===== src/rtl/vga_timing_gen.sv =====
//------------------------------------------------------------------------------
// vga_timing_gen
//
// Raster timing generator for 640x480@60 VGA (parameterisable geometry).
// Free-running horizontal/vertical counters drive the pixel coordinates, and
// registered decodes of those coordinates drive the display-enable and sync
// flags. Every flag register is loaded from a decode of the *next* counter
// value, so flags and coordinates change on the same edge with zero skew.
//
// Optional feature (macro PIXEL_DIV_EN):
//   defined   - an internal toggle flop divides clk by two; pix_en is that
//               flop and every pixel lasts two clk cycles (50 MHz board clock).
//   undefined - no divider; pix_en is tied high and counters advance each clk.
//
// Ports:
//   clk          in   system clock (pixel clock, or 2x pixel clock with divider)
//   rst_n        in   asynchronous active-low reset
//   pix_en       out  pixel advance strobe
//   hsync        out  horizontal sync, asserted level = SYNC_POL
//   vsync        out  vertical sync, asserted level = SYNC_POL
//   Hdisplay     out  1 while x < H_ACTIVE
//   Vdisplay     out  1 while y < V_ACTIVE
//   x            out  current horizontal count
//   y            out  current vertical count
//   line_start   out  1 for the pixel period where x == 0
//   frame_start  out  1 for the pixel period where x == 0 and y == 0
//------------------------------------------------------------------------------
module vga_timing_gen #(
    parameter int   H_ACTIVE = 640,
    parameter int   H_FP     = 16,
    parameter int   H_SYNC   = 96,
    parameter int   H_BP     = 48,
    parameter int   V_ACTIVE = 480,
    parameter int   V_FP     = 10,
    parameter int   V_SYNC   = 2,
    parameter int   V_BP     = 33,
    parameter logic SYNC_POL = 1'b0,
    parameter int   CNT_W    = 10
) (
    input  logic             clk,
    input  logic             rst_n,
    output logic             pix_en,
    output logic             hsync,
    output logic             vsync,
    output logic             Hdisplay,
    output logic             Vdisplay,
    output logic [CNT_W-1:0] x,
    output logic [CNT_W-1:0] y,
    output logic             line_start,
    output logic             frame_start
);

    localparam int H_TOTAL = H_ACTIVE + H_FP + H_SYNC + H_BP;
    localparam int V_TOTAL = V_ACTIVE + V_FP + V_SYNC + V_BP;

    localparam logic [CNT_W-1:0] H_LAST    = CNT_W'(H_TOTAL - 1);
    localparam logic [CNT_W-1:0] V_LAST    = CNT_W'(V_TOTAL - 1);
    localparam logic [CNT_W-1:0] H_ACT_END = CNT_W'(H_ACTIVE);
    localparam logic [CNT_W-1:0] V_ACT_END = CNT_W'(V_ACTIVE);
    localparam logic [CNT_W-1:0] HS_BEGIN  = CNT_W'(H_ACTIVE + H_FP);
    localparam logic [CNT_W-1:0] HS_END    = CNT_W'(H_ACTIVE + H_FP + H_SYNC);
    localparam logic [CNT_W-1:0] VS_BEGIN  = CNT_W'(V_ACTIVE + V_FP);
    localparam logic [CNT_W-1:0] VS_END    = CNT_W'(V_ACTIVE + V_FP + V_SYNC);

    localparam logic SYNC_ON  = SYNC_POL;
    localparam logic SYNC_OFF = ~SYNC_POL;

    logic [CNT_W-1:0] h_cnt;
    logic [CNT_W-1:0] v_cnt;
    logic [CNT_W-1:0] h_nxt;
    logic [CNT_W-1:0] v_nxt;

    logic hd_q, vd_q, hs_q, vs_q, ls_q, fs_q;
    logic hd_nxt, vd_nxt, hs_nxt, vs_nxt, ls_nxt, fs_nxt;

    //--------------------------------------------------------------------------
    // Pixel-clock divider
    //--------------------------------------------------------------------------
`ifdef PIXEL_DIV_EN
    logic div_q;

    always_ff @(posedge clk or negedge rst_n) begin
        if (!rst_n) begin
            div_q <= 1'b0;
        end else begin
            div_q <= ~div_q;
        end
    end

    assign pix_en = div_q;
`else
    assign pix_en = 1'b1;
`endif

    //--------------------------------------------------------------------------
    // Next counter position. Line wrap and frame wrap resolve in one update.
    //--------------------------------------------------------------------------
    always_comb begin
        h_nxt = h_cnt;
        v_nxt = v_cnt;
        if (h_cnt == H_LAST) begin
            h_nxt = '0;
            if (v_cnt == V_LAST) begin
                v_nxt = '0;
            end else begin
                v_nxt = v_cnt + 1'b1;
            end
        end else begin
            h_nxt = h_cnt + 1'b1;
        end
    end

    //--------------------------------------------------------------------------
    // Flag decodes of the next position, so the registered flags line up with
    // the registered coordinates. vsync only moves when v_nxt moves, which is
    // on the line-wrap edge.
    //--------------------------------------------------------------------------
    always_comb begin
        hd_nxt = (h_nxt < H_ACT_END);
        vd_nxt = (v_nxt < V_ACT_END);
        hs_nxt = ((h_nxt >= HS_BEGIN) && (h_nxt < HS_END)) ? SYNC_ON : SYNC_OFF;
        vs_nxt = ((v_nxt >= VS_BEGIN) && (v_nxt < VS_END)) ? SYNC_ON : SYNC_OFF;
        ls_nxt = (h_nxt == '0);
        fs_nxt = (h_nxt == '0) && (v_nxt == '0);
    end

    //--------------------------------------------------------------------------
    // Counter and flag registers. Reset parks the raster on the last pixel of
    // the frame so the first advance lands cleanly on (0,0).
    //--------------------------------------------------------------------------
    always_ff @(posedge clk or negedge rst_n) begin
        if (!rst_n) begin
            h_cnt <= H_LAST;
            v_cnt <= V_LAST;
            hd_q  <= 1'b0;
            vd_q  <= 1'b0;
            hs_q  <= SYNC_OFF;
            vs_q  <= SYNC_OFF;
            ls_q  <= 1'b0;
            fs_q  <= 1'b0;
        end else if (pix_en) begin
            h_cnt <= h_nxt;
            v_cnt <= v_nxt;
            hd_q  <= hd_nxt;
            vd_q  <= vd_nxt;
            hs_q  <= hs_nxt;
            vs_q  <= vs_nxt;
            ls_q  <= ls_nxt;
            fs_q  <= fs_nxt;
        end
    end

    assign x           = h_cnt;
    assign y           = v_cnt;
    assign Hdisplay    = hd_q;
    assign Vdisplay    = vd_q;
    assign hsync       = hs_q;
    assign vsync       = vs_q;
    assign line_start  = ls_q;
    assign frame_start = fs_q;

endmodule


===== config.mk =====
export PLATFORM = sky130hd
export DESIGN_NAME = vga_timing_gen
export DESIGN_NICKNAME = d
export VERILOG_FILES = /design/src/rtl/vga_timing_gen.sv
export SDC_FILE = /design/constraint.sdc
export NUM_CORES = 1
export LEC_CHECK = 0
export ABC_AREA = 1
export BUFFER_PORTS_ARGS = -buffer_cell sky130_fd_sc_hd__buf_2
export CAP_MARGIN = 5
export CORE_AREA = 2 2 59 61
export CTS_CLUSTER_DIAMETER = 40
export DETAILED_ROUTE_END_ITERATION = 7
export DIE_AREA = 0 0 61 63
export PLACE_DENSITY_LB_ADDON = 0.05
export SYNTH_ARGS = -nofsm -noshare
export SYNTH_HDL_FRONTEND = slang
export SYNTH_SLANG_ARGS = --single-unit

===== constraint.sdc =====
create_clock -name clk -period 1.65 [get_ports clk]
set_clock_uncertainty 0.05 [all_clocks]
set_input_delay 0.2475 -clock clk [delete_from_list [all_inputs] [get_ports clk]]
set_output_delay 0.2475 -clock clk [all_outputs]
set_load 0.01 [all_outputs]

# After elaboration in Yosys (flattened, before gate mapping)
# Cells that the tools add are included.
# totals
ff_bits	26
latch_bits	0
ram_bits	0
romBits	0
inputBits	2
memories	0
# op_classes
n_addsub	2
multipliers	0
n_div	0
order_cmp	6
eq_ne	2
shifts	0
n_mux	5
n_bitwise	0
n_reduce_logical	5
# op_table
cell	n
10-bit 2-to-1 mux	3
10-bit by 1-bit adder with 10-bit output (second input constant)	2
10-bit equality test (second input constant)	2
10-bit logical NOT	2
10-bit less-than comparator (second input constant)	2
10-bit by 9-bit less-than comparator with 1-bit output (second input constant)	2
10-bit greater-or-equal comparator (second input constant)	1
10-bit by 9-bit greater-or-equal comparator with 1-bit output (second input constant)	1
1-bit logical AND	3
1-bit 2-to-1 mux	2

# Longest topological paths before layout
# logic_depth
ltp_word	6
ltp_mapped	12
mapped_depth_nobuf	12

# Worst setup path before layout
# No wires, ideal clock.
# synth_timing
kind	register to register
startpoint	register h_cnt[0] (netlist: x[0])
endpoint	register vd_q (netlist: Vdisplay)
arrival_time_ps	1655
t_required_ps	1484
path_slack_ps	-171
stages_incl_launch_ff	13
cell_sequence	dfstp_2 ha_1 nand2_2 nor2_4 inv_2 nor2_8 nand2_1 nand2_1 nand2_1 inv_2 nand3_1 nor2_2 nor2_1
# synth_via
elab_chain_len	3
# synth_rtl
item	line	text
from (decl)	68	logic [CNT_W-1:0] h_cnt;
from (signal assigned)	142	h_cnt <= h_nxt;
10-bit equality test	101	if (h_cnt == H_LAST) begin
10-bit 2-to-1 mux	101	
named net v_nxt[5]	71	logic [CNT_W-1:0] v_nxt;
10-bit by 9-bit less-than comparator with 1-bit output	120	vd_nxt = (v_nxt < V_ACT_END);
named net vd_nxt	74	logic hd_nxt, vd_nxt, hs_nxt, vs_nxt, ls_nxt, fs_nxt;
to (signal assigned)	145	vd_q <= vd_nxt;
to (decl)	73	logic hd_q, vd_q, hs_q, vs_q, ls_q, fs_q;
# The timed path passes the listed nets, and every way through them passes these cells.

# Worst setup path in the final report
# layout_timing
startpoint	register h_cnt[0] (netlist: x[0])
endpoint	register fs_q (netlist: frame_start)
# layout_via
elab_chain_len	4
elab_cells_between_ends	7
cone_classes	1 x add/sub; 1 x eq/ne; 2 x mux; 3 x reduce/logical
# layout_rtl
item	line	text
10-bit by 1-bit adder with 10-bit output or 10-bit equality test (tied branches)	109, 101	
10-bit 2-to-1 mux	101	
10-bit logical NOT	124	fs_nxt = (h_nxt == '0) && (v_nxt == '0);
1-bit logical AND *	124	
named net fs_nxt	74	
to (signal assigned)	149	fs_q <= fs_nxt;
to (decl)	73	
# The timed path passes the listed nets; every way through them passes the cells marked *.

==> results.json <==
{
  "status": "finished with violations",
  "violations": "setup timing",
  "clock_latency_ns": 0.32,
  "wl_per_cell_um": 11.9,
  "yosys.area.top_type": "dfrtp_1",
  "drive_above_1_share": 0.468,
  "synthAdderAreaFrac": 0.0246,
  "max-vdd-ir-drop_uv": 238,
  "hp-class": "in2async",
  "io_buffers": 27,
  "fillers": 281,
  "drt_iter0_markers": 86,
  "setup_ws_ns": -0.167,
  "cap_violations": 0,
  "arrival_ns": 2.03,
  "place_hpwl_um": 3110,
  "hold_ws_ns": 0.382,
  "final_cells": 343,
  "fin_crit_ns": 1.82,
  "synthesis.nets": 219,
  "rsz0062_at_grt": "yes",
  "routed-via-count": 1618,
  "final_nets": 303,
  "cellPowerDensity_mw_per_mm2": 426,
  "slew_viol_final": 0,
  "yosys.cell_types.count": 25,
  "p_leak_uw": 0.00126,
  "root_buffer": "clkbuf_4",
  "grt_pass1_wl_um": 6510,
  "drt_wl_total_um": 4090,
  "yosysSeqAreaShare": 0.436,
  "multi_input_area_um2": 822,
  "ios": 29,
  "syn_area_per_cell_um2": 7.13,
  "synth_top_family_by_area": "simple AND/OR/NAND/NOR gates",
  "antennaDiodeCount": 0,
  "critPathKind": "reg2reg",
  "synthXorXnorAreaFrac": 0.0115,
  "core_mm2": 0.00323,
  "cts_inserted_buffers": 3,
  "post-route-period-util": 1.10,
  "detail_route.first_pass.iterations": 4,
  "end_kind": "flip-flop",
  "yosysTopAreaCellShare": 0.230,
  "die_area_mm2": 0.00384,
  "first_global_vias": 1511,
  "cts.path.max_buffers": 2,
  "worst_setup_path_start_kind": "flip-flop",
  "crit_required_ns": 1.87,
  "cts.reportedPaths.clkPinSlew_ns": 0.14,
  "antenna_found_initial": 0,
  "utilization": 0.710,
  "synthSimpleGateAreaFrac": 0.377,
  "start_util": 0.472,
  "synth_area_mm2": 0.00153,
  "drc_errors": 0,
  "finalHoldViolations": 0,
  "dp.cells": 334,
  "yosys-mux-area-fraction": 0,
  "cts_sinks": 26,
  "die_height_um": 63,
  "post_drt_via_cell_ratio": 4.72,
  "synth_compound_area_frac": 0.0377,
  "crit_fanout": 4,
  "grt_usage": 0.223,
  "synth_area_leaders": "dfrtp_1 (23%), dfstp_2 (21%), nand2_1 (17%)",
  "relSlewSlack": 0.623,
  "area.sequential_um2": 666,
  "place_ws_ns": -0.288,
  "htree_num_levels": 1,
  "gp_congestion": 0.898,
  "overflow": 0,
  "num_rows": 21,
  "netlist_instances": 214,
  "regToRegSetupSlack_ns": -0.17,
  "yosys_warnings": 0,
  "drtAntennaViolNets": 0,
  "worst_pin_slew_ns": 0.565,
  "syn_to_final_growth_pct": 50.3,
  "ys_ff_latch": 26,
  "chipWidth_um": 61,
  "fmax_mhz": 550,
  "finalSetupViolCount": 10,
  "cts_tree": "built",
  "grt_max_degree": 27
}
-- repair_timing --
item | CTS | global route
gates resized for setup | 13 | 20
endpoints found under the setup margin | 15 | 19
buffers inserted | 3 | 1
endpoints found under the hold margin | 14 | 0
pin swaps | 15 | 6
hold buffers | 1 | 0
-- cell usage after synthesis (all sizes together) --
cell / instances
inv: 40
buf: 2
dfstp: 12
nand4: 3
conb: 1
nand3: 24
nand2: 70
dfrtp: 14
o21bai: 2
nor2: 30
nand3b: 2
ha: 3
nor3: 2
xor2: 2
o21ai: 4
a21oi: 3
-- logic make-up (layout without fill, tap and decap cells) --
logic type / Yosys count / count (layout)
compound gates: 9 / 9
other cells: 1 / 1
flops: 26 / 26
xor+xnor: 2 / 2
buf+inv: 42 / 125
simple gates: 131 / 131
fa+ha+maj: 3 / 3
-- area by class of cell --
cell class	instances	share of cell area
clock buffers	4	0.0158
inverters	40	0.0654
multi-input cells	146	0.358
flip-flops and latches	26	0.290
well taps	46	0.0251
repair buffers	81	0.245
-- power by group --
part	internal (µW)	switching (µW)	total, µW	leakage [µW]
sequential	639	0	639	0.000305
combinational	2.38	12.8	15.2	0.000934
clock	135	189	324	0.0000210
-- registers in the layout, indices dropped and copies added (netlist names) --
signal and flops:
hsync 1, Hdisplay 1, frame_start 1, line_start 1
vsync 1, x 10, Vdisplay 1, y 10
-- final timing paths --
path                       startpoint  cells after the start     endpoint
min                             rst_n                      2         x[5]
min reg2reg                      x[1]                      1         x[1]
max                              x[0]                     12  frame_start
min in group clk                 x[1]                      1         x[1]
max in group asynchronous       rst_n                      2        vsync
max reg2reg                      x[0]                     12  frame_start
-- layer usage --
layer	GRT usage	vias up	part of all wire
met3	0.0248	10	0.026
met1	0.266	745	0.42
li1	-	819	-
met2	0.401	44	0.53
met5	0	-	0
met4	0.0734	0	0.024
-- cells in the final DEF, fill, tap and decap left out, types with 2 or more instances in the layout --
cell	instances
buf_4	50
nor2_1	16
dfrtp_1	14
xor2_1	2
nand2_2	5
o21bai_1	2
inv_2	7
nand3_4	2
inv_1	33
clkbuf_4	3
nand3_2	6
nand3b_1	2
dfstp_2	12
nor2_2	11
nand4_1	3
buf_2	27
nand3_1	16
buf_6	2
nor2_4	2
a21oi_2	3
o21ai_2	3
nand2_1	64
ha_1	2
-- metrics by stage --
stage	setup TNS (ns)	cell area, µm²	total power, µW
finish	-0.848	2290	978
global route	-2.14	2290	1010
CTS	-1.26	2230	983
floorplan	-0.197	1560	652
global placement	-1.09	2120	664
detailed placement	-1.29	2120	664
-- worst max-delay path, cell delays in order, from the launching register on --
cell     delay, ns
dfstp_2       0.58
ha_4          0.15
nand2_4       0.05
nor2_4        0.13
buf_4         0.15
nand3_4       0.09
nor2_2        0.12
nand2_1       0.07
nand3_2       0.09
nand2_2       0.07
inv_1         0.06
nand3_1       0.07
nor2_1        0.09
Power figures use the tool's default switching activity.
